==> src/rtl/hht_rd_sequencer.sv <==
// hht_rd_sequencer: walks a W-column (port 1) and the v-vector (port 2) in
// lock-step and streams registered {col, v, idx, last} beats to the MAC over
// valid/ready. The v index wraps modulo v_len so a short v-vector is reused
// across a long column. Addresses wrap silently modulo 2^AW.
module hht_rd_sequencer #(
    parameter int AW = 32,
    parameter int DW = 32,
    parameter int LW = 32
) (
    input  logic          Clk,
    input  logic          Rst,
    input  logic          start,
    input  logic [AW-1:0] col_base,
    input  logic [AW-1:0] v_base,
    input  logic [LW-1:0] col_len,
    input  logic [LW-1:0] v_len,
    output logic [AW-1:0] addr1,
    output logic [AW-1:0] addr2,
    output logic          rd_en,
    input  logic [DW-1:0] dataIn1,
    input  logic [DW-1:0] dataIn2,
    output logic          out_valid,
    input  logic          out_ready,
    output logic [DW-1:0] out_col,
    output logic [DW-1:0] out_v,
    output logic [LW-1:0] out_idx,
    output logic          out_last,
    output logic          busy,
    output logic          done,
    output logic          err
);

    typedef enum logic [1:0] {
        S_IDLE = 2'd0,
        S_RUN  = 2'd1,
        S_LAST = 2'd2
    } state_e;

    state_e        state_q, state_d;
    logic [AW-1:0] addr1_q, addr1_d;
    logic [AW-1:0] addr2_q, addr2_d;
    logic [AW-1:0] v_base_q, v_base_d;
    logic [LW-1:0] col_len_q, col_len_d;
    logic [LW-1:0] v_len_q, v_len_d;
    logic [LW-1:0] cnt_q, cnt_d;
    logic [LW-1:0] vidx_q, vidx_d;
    logic [DW-1:0] out_col_q, out_col_d;
    logic [DW-1:0] out_v_q, out_v_d;
    logic [LW-1:0] out_idx_q, out_idx_d;
    logic          out_last_q, out_last_d;
    logic          out_valid_q, out_valid_d;
    logic          done_q, done_d;
    logic          err_q, err_d;

    logic          slot_free;
    logic [LW-1:0] vidx_nxt;

    // Next-state and datapath: capture a beat whenever the output slot is free.
    always_comb begin
        // NOTE: every _d defaults to its _q (pulses to 0) before the case, so no path infers a latch.
        state_d     = state_q;
        addr1_d     = addr1_q;
        addr2_d     = addr2_q;
        v_base_d    = v_base_q;
        col_len_d   = col_len_q;
        v_len_d     = v_len_q;
        cnt_d       = cnt_q;
        vidx_d      = vidx_q;
        out_col_d   = out_col_q;
        out_v_d     = out_v_q;
        out_idx_d   = out_idx_q;
        out_last_d  = out_last_q;
        out_valid_d = out_valid_q;
        done_d      = 1'b0;
        err_d       = 1'b0;

        slot_free = !out_valid_q || out_ready;
        vidx_nxt  = (vidx_q == v_len_q - LW'(1)) ? '0 : vidx_q + LW'(1);

        unique case (state_q)
            S_IDLE: begin
                if (out_valid_q && out_ready) begin
                    out_valid_d = 1'b0;
                end
                if (start) begin
                    if (col_len == '0 || v_len == '0) begin
                        err_d = 1'b1;
                    end else begin
                        v_base_d  = v_base;
                        col_len_d = col_len;
                        v_len_d   = v_len;
                        addr1_d   = col_base;
                        addr2_d   = v_base;
                        cnt_d     = '0;
                        vidx_d    = '0;
                        state_d   = S_RUN;
                    end
                end
            end
            S_RUN: begin
                if (slot_free) begin
                    out_col_d   = dataIn1;
                    out_v_d     = dataIn2;
                    out_idx_d   = cnt_q;
                    out_last_d  = (cnt_q == col_len_q - LW'(1));
                    out_valid_d = 1'b1;
                    addr1_d     = addr1_q + AW'(1);
                    cnt_d       = cnt_q + LW'(1);
                    vidx_d      = vidx_nxt;
                    addr2_d     = v_base_q + AW'(vidx_nxt);
                    if (cnt_q == col_len_q - LW'(1)) begin
                        state_d = S_LAST;
                    end
                end
            end
            S_LAST: begin
                if (out_valid_q && out_ready) begin
                    out_valid_d = 1'b0;
                    done_d      = 1'b1;
                    state_d     = S_IDLE;
                end
            end
            default: state_d = S_IDLE;
        endcase
    end

    // State, counter, address and beat registers; async reset clears everything.
    always_ff @(posedge Clk or negedge Rst) begin
        if (!Rst) begin
            state_q     <= S_IDLE;
            addr1_q     <= '0;
            addr2_q     <= '0;
            v_base_q    <= '0;
            col_len_q   <= '0;
            v_len_q     <= '0;
            cnt_q       <= '0;
            vidx_q      <= '0;
            out_col_q   <= '0;
            out_v_q     <= '0;
            out_idx_q   <= '0;
            out_last_q  <= 1'b0;
            out_valid_q <= 1'b0;
            done_q      <= 1'b0;
            err_q       <= 1'b0;
        end else begin
            // NOTE: non-blocking so every flop updates from pre-edge values.
            state_q     <= state_d;
            addr1_q     <= addr1_d;
            addr2_q     <= addr2_d;
            v_base_q    <= v_base_d;
            col_len_q   <= col_len_d;
            v_len_q     <= v_len_d;
            cnt_q       <= cnt_d;
            vidx_q      <= vidx_d;
            out_col_q   <= out_col_d;
            out_v_q     <= out_v_d;
            out_idx_q   <= out_idx_d;
            out_last_q  <= out_last_d;
            out_valid_q <= out_valid_d;
            done_q      <= done_d;
            err_q       <= err_d;
        end
    end

    assign addr1     = addr1_q;
    assign addr2     = addr2_q;
    assign rd_en     = (state_q == S_RUN);
    assign busy      = (state_q != S_IDLE);
    assign out_valid = out_valid_q;
    assign out_col   = out_col_q;
    assign out_v     = out_v_q;
    assign out_idx   = out_idx_q;
    assign out_last  = out_last_q;
    assign done      = done_q;
    assign err       = err_q;

endmodule

==> config.mk <==
export PLATFORM = sky130hd
export DESIGN_NAME = hht_rd_sequencer
export DESIGN_NICKNAME = d
export VERILOG_FILES = /design/src/rtl/hht_rd_sequencer.sv
export SDC_FILE = /design/constraint.sdc
export NUM_CORES = 1
export LEC_CHECK = 0
export CAP_MARGIN = 20
export CORE_UTILIZATION = 45
export CTS_CLUSTER_SIZE = 8
export DETAILED_ROUTE_END_ITERATION = 16
export DONT_BUFFER_PORTS = 1
export SLEW_MARGIN = 20
export SYNTH_ARGS = -nofsm -noshare
export SYNTH_HDL_FRONTEND = slang
export SYNTH_SLANG_ARGS = --single-unit
==> constraint.sdc <==
create_clock -name Clk -period 7.9 [get_ports Clk]
set_input_delay 0.79 -clock Clk [delete_from_list [all_inputs] [get_ports Clk]]
set_output_delay 0.79 -clock Clk [all_outputs]
set_load 0.03 [all_outputs]
==> results of run 1 <==
repair_timing:
item	CTS	global route
gates resized for setup	0	0
setup buffers	0	0
endpoints found under the hold margin	326	326
worst max-delay path: stages (launching register included):
cell,delay (ns)
dfrtp_1,0.47
nor4_4,0.62
nand4_4,0.23
or4_1,0.50
nor4b_1,0.33
nor3_1,0.09
or4_4,0.56
nor3_4,0.25
buf_4,0.32
nor2_1,0.08
ha_1,0.36
and3_1,0.23
and2_1,0.16
a221oi_1,0.26
a21boi_0,0.43
o311a_1,0.26
o21ai_0,0.14
a21oi_1,0.32
mux2i_1,0.22
o21ai_0,0.10
a31oi_1,0.20
layer usage:
metal  share of wire, %  routed length, um
met1                 41              21500
met3                5.7               2958
met5                  0                  0
met2                 50              25900
met4                3.5               1817
cells by family (layout without fill, tap and decap cells):
family | Yosys count | in the layout
other | 0 | 1
adder cells (fa/ha/maj) | 37 | 37
flip-flops | 326 | 326
AO/OA/AOI/OAI | 390 | 390
AND/OR/NAND/NOR | 942 | 942
multiplexers | 95 | 95
buffers and inverters | 138 | 84
XOR/XNOR | 157 | 157
synthesized netlist by cell type, types with 11 or more instances:
master | count | share of area (%)
nand2_1 | 453 | 9.3
mux2_2 | 84 | 5.2
o21ai_0 | 133 | 3.7
o22ai_1 | 12 | 0.41
and3_1 | 28 | 0.96
clkbuf_1 | 97 | 2.0
dfrtp_1 | 326 | 45
or3_1 | 25 | 0.86
ha_1 | 36 | 2.5
inv_1 | 21 | 0.43
nand4_1 | 24 | 0.82
nand2b_1 | 12 | 0.41
nor3_1 | 53 | 1.5
buf_2 | 11 | 0.30
nand3_1 | 71 | 2.0
a31oi_1 | 20 | 0.69
nor2_1 | 167 | 3.4
nor2b_1 | 12 | 0.41
a211oi_1 | 11 | 0.45
xor2_1 | 72 | 3.5
xnor2_1 | 85 | 4.1
o211ai_1 | 11 | 0.45
a21o_1 | 17 | 0.70
nor4_1 | 33 | 1.1
mux2i_1 | 11 | 0.60
a21oi_1 | 126 | 3.5
cell type report:
cell class                      count  area [sq um]  share of cell area, %
Timing Repair Buffer               12         90.09                 0.4551
Sequential cell                   326          8158                  41.21
Antenna cell                        1         2.502                0.01264
Tap cell                          525         656.9                  3.319
Clock inverter                      3         58.81                 0.2971
Multi-Input combinational cell   1621          9590                  48.45
Clock buffer                       48          1159                  5.853
Inverter                           21         78.83                 0.3982
stage by stage:
step	setup slack [ns]	instances	hold WS (ns)	cell area, sq um
finish	1.662	2557	-0.08115	19790
detailed placement	1.728	2505	0.4869	18560
global route	1.031	2557	-0.1067	19790
CTS	1.673	2556	-0.1190	19780
floorplan	2.270	2085	0.4532	18220
global placement	1.818	2505	0.4728	18560
power groups by stage:
| stage | Combinational, mW | Sequential [mW] | Clock (mW) |
|---|---|---|---|
| after floorplan | 1.19 | 2.76 | 0 |
| after global placement | 1.36 | 2.97 | 0 |
| after detailed placement | 1.40 | 2.97 | 0 |
| after CTS | 1.41 | 2.95 | 1.81 |
| after global routing | 1.59 | 3.01 | 1.87 |
| final | 1.41 | 2.95 | 1.77 |
worst min-delay path by stage:
stage | endpoint | from | slack (ns)
3_3_place_gp | v_base_q[21] | v_base_q[21] | 0.47
4_1_cts | v_len_q[4] | Rst | -0.12
3_5_place_dp | v_base_q[28] | v_base_q[28] | 0.49
2_1_floorplan | v_base_q[16] | v_base_q[16] | 0.45
6_report | v_len_q[4] | Rst | -0.08
5_1_grt | v_len_q[6] | Rst | -0.11
registers in the layout, indices dropped and copies added (netlist names):
register and flops:
done 1, out_valid 1, out_v 32, out_col 32, col_len_q 32, vidx_q 32, out_idx 32, addr2 32
v_base_q 32, state_q 2, err 1, cnt_q 32, addr1 32, v_len_q 32, out_last 1
==> metrics.csv, run 1 <==
stage,metric,value,unit
outcome,status,finished with violations,
outcome,violations,negative hold slack,
logic_synthesis,synth_top_family_by_area,simple AND/OR/NAND/NOR gates,
power_and_ir_drop,switching_power,2.405,mW
sta,max_freq,160.3,MHz
grt,use_met2,42.41,%
cts,clk_pin_slew,0.05,ns
power_and_ir_drop,power_density,309.6,mW/mm^2
floorplanning,dieArea,0.04129,sq mm
logic_synthesis,syn_area,0.01822,sq mm
logic_synthesis,syn-num-nets,2318,
power_and_ir_drop,ir_drop,0.1606,mV
critical_path,critPathCapture,addr2[26],
floorplanning,ios,362,
critical_path,r2r_setup_slack,1.66,ns
sta,finalCriticalPeriod,6.238,ns
drt,via_per_inst,5.831,
floorplanning,fp.dieW,203.2,um
logic_synthesis,synthArstFlopShare,100.0,%
sta,setup_viol_count_final,0,
drt,vias,14910,
final_layout,layout_common_cells,"450 x nand2_1, 326 x dfrtp_1, 164 x nor2_1",
final_layout,post-route-util,49.70,%
placement,gp_congestion,0.8928,
sta,worst_pin_slew,1.088,ns
grt,grt.total_usage,25.08,%
critical_path,worst-setup-path-type,reg2reg,
drt,post_drt_wl_per_cell,20.41,um
job,drv_cap,0,
drt,firstDrtPassIters,5,
final_layout,area_growth,8.646,%
sta,slew_viol_final,0,
sta,rsz0062_at_grt,no,
placement,portBuffers,0,
drt,drc_errors,0,
logic_synthesis,synth_compound_area_share,12.52,%
sta,finalSetupTns,0,ns
drt,first_iter_violations,986,
critical_path,crit_path_end_kind,flip-flop,
critical_path,r2r-end,addr2[26],
grt,grt_first_pass_wirelength,81540,um
power_and_ir_drop,internal-power,3.724,mW
grt,use_met1,31.22,%
cts,cts_tree,done,
drt,drtAntennaViolNets,0,
grt,antenna_found_initial,1,
grt,met3_usage,5.305,%
grt,global_route.peak_usage_layer,met2,
logic_synthesis,ys_ff_latch,326,
logic_synthesis,syn_avg_cell_area,8.738,sq um
grt,grt_pass1_vias,14600,
critical_path,r2r-start,v_len_q[2],
power_and_ir_drop,seq_power_share,48.2,%
logic_synthesis,syn_inst,2085,
final_layout,final_common_cell,nand2_1,
sta,skew,0.02087,ns
floorplanning,die_h,203.2,um
grt,grt_max_degree,327,
logic_synthesis,synth_edf_count,0,
critical_path,startpoint,v_len_q[2],
logic_synthesis,synth_cell_type_count,76,
power_and_ir_drop,p_total,6.129,mW
grt,grt_overflow,0,
drt,routed_wl,52180,um
sta,max_slew_margin,26.80,%
final_layout,nNetsFinal,2261,
cts,h-tree-depth,2,
cts,cts_buffers,46,
sta,hold_viol_final,151,
critical_path,reg2reg_depth,20,
power_and_ir_drop,swShare,39.25,%
critical_path,cp.required,8.39,ns
floorplanning,rows,73,
logic_synthesis,synth-xor-area-share,7.548,%
placement,place_hpwl,36580,um
logic_synthesis,synth.mux.area_fraction,5.796,%
hold_path,hp-class,in2async,
critical_path,cp_max_fo,20,
cts,clkSinkCount,326,
cts,cts_root_buf,clkbuf_16,
final_layout,final_layout_size_suffix_gt1_share,8.666,%
critical_path,arrival,6.73,ns
cts,ctsLongestPathBuffers,3,
logic_synthesis,yosys_warnings,0,
power_and_ir_drop,power_frac_comb,23.0,%
logic_synthesis,synth_adder_area_share,2.582,%
critical_path,cp-start-kind,flip-flop,
logic_synthesis,synthSimpleGateAreaFrac,23.79,%
power_and_ir_drop,pwr-share-clk,28.8,%
sta,period_share,78.96,%
power_and_ir_drop,power.leakage,8.631,nW
cts,clk-insertion-delay-late,0.58,ns
final_layout,num-fill-cells,3794,
floorplanning,coreArea,0.03982,sq mm
floorplanning,start_util,45.75,%
logic_synthesis,synth.yosys.seq_area_share,44.78,%
logic_synthesis,synth_ff_type,dfrtp_1,
sta,hold_ws,-0.08115,ns
(Power assumes the default switching activity.)
==> run 2, diff against run 1 <==
- clock period: 7.9 -> 5.7 ns (I/O delays scaled with it)
==> run 2 against run 1 <==
Effect of this change:
- the run still ends with negative hold slack left
- sequential power up 37%
- sequential cell count unchanged
- clock power up 36%
- die area unchanged
- critical path depth up 2
- critical endpoint is now addr2[28]
- highest routed layer unchanged
==> metrics.csv, run 2 (synthesis gave the netlist of run 1 again) <==
stage,metric,value,unit,change
drt,vias,15070,,+1.1%
cts,cts_tree,done,,
placement,dpl_cell_area,0.01889,sq mm,+1.8%
sta,period_share,95.29,%,+16 points
critical_path,path_delay_family,simple AND/OR/NAND/NOR gates,,
final_layout,fin_area,0.02019,sq mm,+2.0%
critical_path,cp-start-kind,flip-flop,,
critical_path,crit_top_cell,buf_4,,
drt,drtAntennaViolNets,0,,unchanged
drt,post_drt_wl_per_cell,20.13,um,-1.4%
grt,antenna_found_initial,1,,unchanged
cts,clk-insertion-delay-late,0.58,ns,about the same
floorplanning,die_h,203.2,um,unchanged
grt,grt.total_usage,25.33,%,+0.25 points
floorplanning,dieArea,0.04129,sq mm,unchanged
final_layout,post-route-util,50.70,%,+1.0 points
final_layout,layout_common_cells,"450 x nand2_1, 325 x dfrtp_1, 165 x nor2_1",,
sta,max_slew_margin,14.43,%,-12 points
critical_path,critPathSlowestCell,or4_4,,
critical_path,cp_max_fo,6,,-70%
job,drv_cap,0,,unchanged
sta,hold_viol_final,306,,+100%
placement,place_hpwl,37220,um,+1.8%
outcome,violations,negative hold slack,,
sta,max_freq,184.1,MHz,+15%
hold_path,hp-class,in2async,,
floorplanning,rows,73,,unchanged
critical_path,arrival,5.87,ns,-0.86 ns
placement,portBuffers,0,,unchanged
grt,grt_pass1_vias,14830,,+1.6%
cts,cts_root_buf,clkbuf_16,,
sta,worst_pin_slew,1.283,ns,+0.1955 ns
critical_path,path_cells,nor4_4 -> nand4_4 -> buf_4 -> or2_2 -> o32ai_1 -> nand4_1 -> or4_4 -> nor3_4 -> buf_4 -> buf_4 -> nor2_1 -> ha_1 -> a211oi_2 -> or3_1 -> nand3_1 -> a21boi_2 -> o311a_1 -> o21ai_2 -> a21oi_2 -> o21ai_1 -> nor3_1 -> a311oi_1,,
critical_path,critical-path-max-stage-delay,0.52,ns,-0.10 ns
critical_path,crit_path_end_kind,flip-flop,,
final_layout,num-fill-cells,3758,,-0.95%
critical_path,critPathBufInv,3,,+2
cts,clkSinkCount,326,,unchanged
final_layout,area_growth,10.82,%,
cts,clk_pin_slew,0.05,ns,about the same
drt,drc_errors,0,,unchanged
cts,h-tree-depth,2,,unchanged
sta,worst_slack,0.2686,ns,-1.394 ns
sta,hold_ws,-0.3041,ns,-0.2230 ns
sta,skew,0.03414,ns,+0.01327 ns
floorplanning,fp.dieW,203.2,um,unchanged
placement,dp_worst_setup_slack,-0.1116,ns,-1.840 ns
critical_path,worst-setup-path-type,reg2reg,,
cts,ctsLongestPathBuffers,3,,unchanged
power_and_ir_drop,power_density,426.2,mW/mm^2,+38%
final_layout,final_layout_size_suffix_gt1_share,11.37,%,+2.7 points
final_layout,nNetsFinal,2307,,+2.0%
sta,setup_viol_count_final,0,,unchanged
final_layout,final_common_cell,nand2_1,,
drt,routed_wl,52370,um,+0.37%
power_and_ir_drop,p_total,8.604,mW,+40%
cts,cts_buffers,46,,unchanged
floorplanning,ios,362,,unchanged
grt,grt_max_degree,327,,unchanged
critical_path,cp.required,6.14,ns,-2.25 ns
power_and_ir_drop,ir_drop,0.2158,mV,+34%
power_and_ir_drop,power.leakage,8.857,nW,+2.6%
placement,gp_congestion,0.8986,,+0.65%
sta,finalCriticalPeriod,5.431,ns,-0.8064 ns
drt,via_per_inst,5.791,,-0.68%
grt,grt_overflow,0,,unchanged
floorplanning,coreArea,0.03982,sq mm,unchanged
outcome,status,finished with violations,,
drt,firstDrtPassIters,7,,+2
grt,grt_first_pass_wirelength,82520,um,+1.2%
floorplanning,start_util,45.75,%,unchanged
sta,slew_viol_final,0,,unchanged
drt,first_iter_violations,900,,-8.7%
## run 2: cell types whose count changed in the layout (fill, tap and decap cells not counted), sizes merged
cell / previous run / this run
clkbuf: 48 / 49
buf: 12 / 58
clkinv: 1 / 0
inv: 23 / 22
## run 2: repair_timing
item,CTS,global route
gates resized for setup,3,24
endpoints found under the hold margin,326,326
pin swaps,0,5
endpoints found under the setup margin,3,17
setup buffers,0,2
## run 2: metrics by stage
stage          hold WS (ns)   TNS, ns  std cells
2_1_floorplan        0.2744         0       2085
6_report            -0.3041         0       2602
3_3_place_gp         0.2937         0       2549
4_1_cts             -0.3269         0       2599
5_1_grt             -0.3239  -0.08400       2602
3_5_place_dp         0.2940   -0.2394       2549
## run 2: per-layer routing
layer  up-vias  global-route usage (%)  share of wire (%)
met1      7331                   30.97                 41
met2       444                   43.34                 50
li1       7198                       -                  -
met5         -                       0                  0
met3        95                   6.136                6.2
met4         0                   8.996                3.4
## run 2: where the power goes
group / leakage (nW) / internal (mW) / switching [mW] / total, mW
registers: 4.06 / 2.85 / 1.19 / 4.04
logic: 4.21 / 0.993 / 1.16 / 2.16
clock network: 0.586 / 1.44 / 0.969 / 2.41
## run 2: worst paths after layout
| path | startpoint | to | slack [ns] | cells past startpoint |
|---|---|---|---|---|
| min in group Clk | col_len[0] | col_len_q[0] | 0.12 | 2 |
| worst min-delay path | Rst | v_len_q[6] | -0.30 | 0 |
| max in group asynchronous | Rst | col_len_q[4] | 4.95 | 0 |
| worst max register to register | v_len_q[3] | addr2[28] | 0.27 | 22 |
| worst max-delay path | v_len_q[3] | addr2[28] | 0.27 | 22 |
| worst min register to register | v_base_q[21] | v_base_q[21] | 0.49 | 2 |
## run 2: cell type report
type / instances / area [sq um] / share of cell area [%]
multi-input cells: 1621 / 9658 / 47.83
flip-flops and latches: 326 / 8159 / 40.41
clock buffers: 49 / 1184 / 5.862
well taps: 525 / 656.9 / 3.253
repair buffers: 58 / 442.9 / 2.194
inverters: 21 / 78.83 / 0.3904
clock inverters: 1 / 8.758 / 0.04338
diodes: 1 / 2.502 / 0.01239
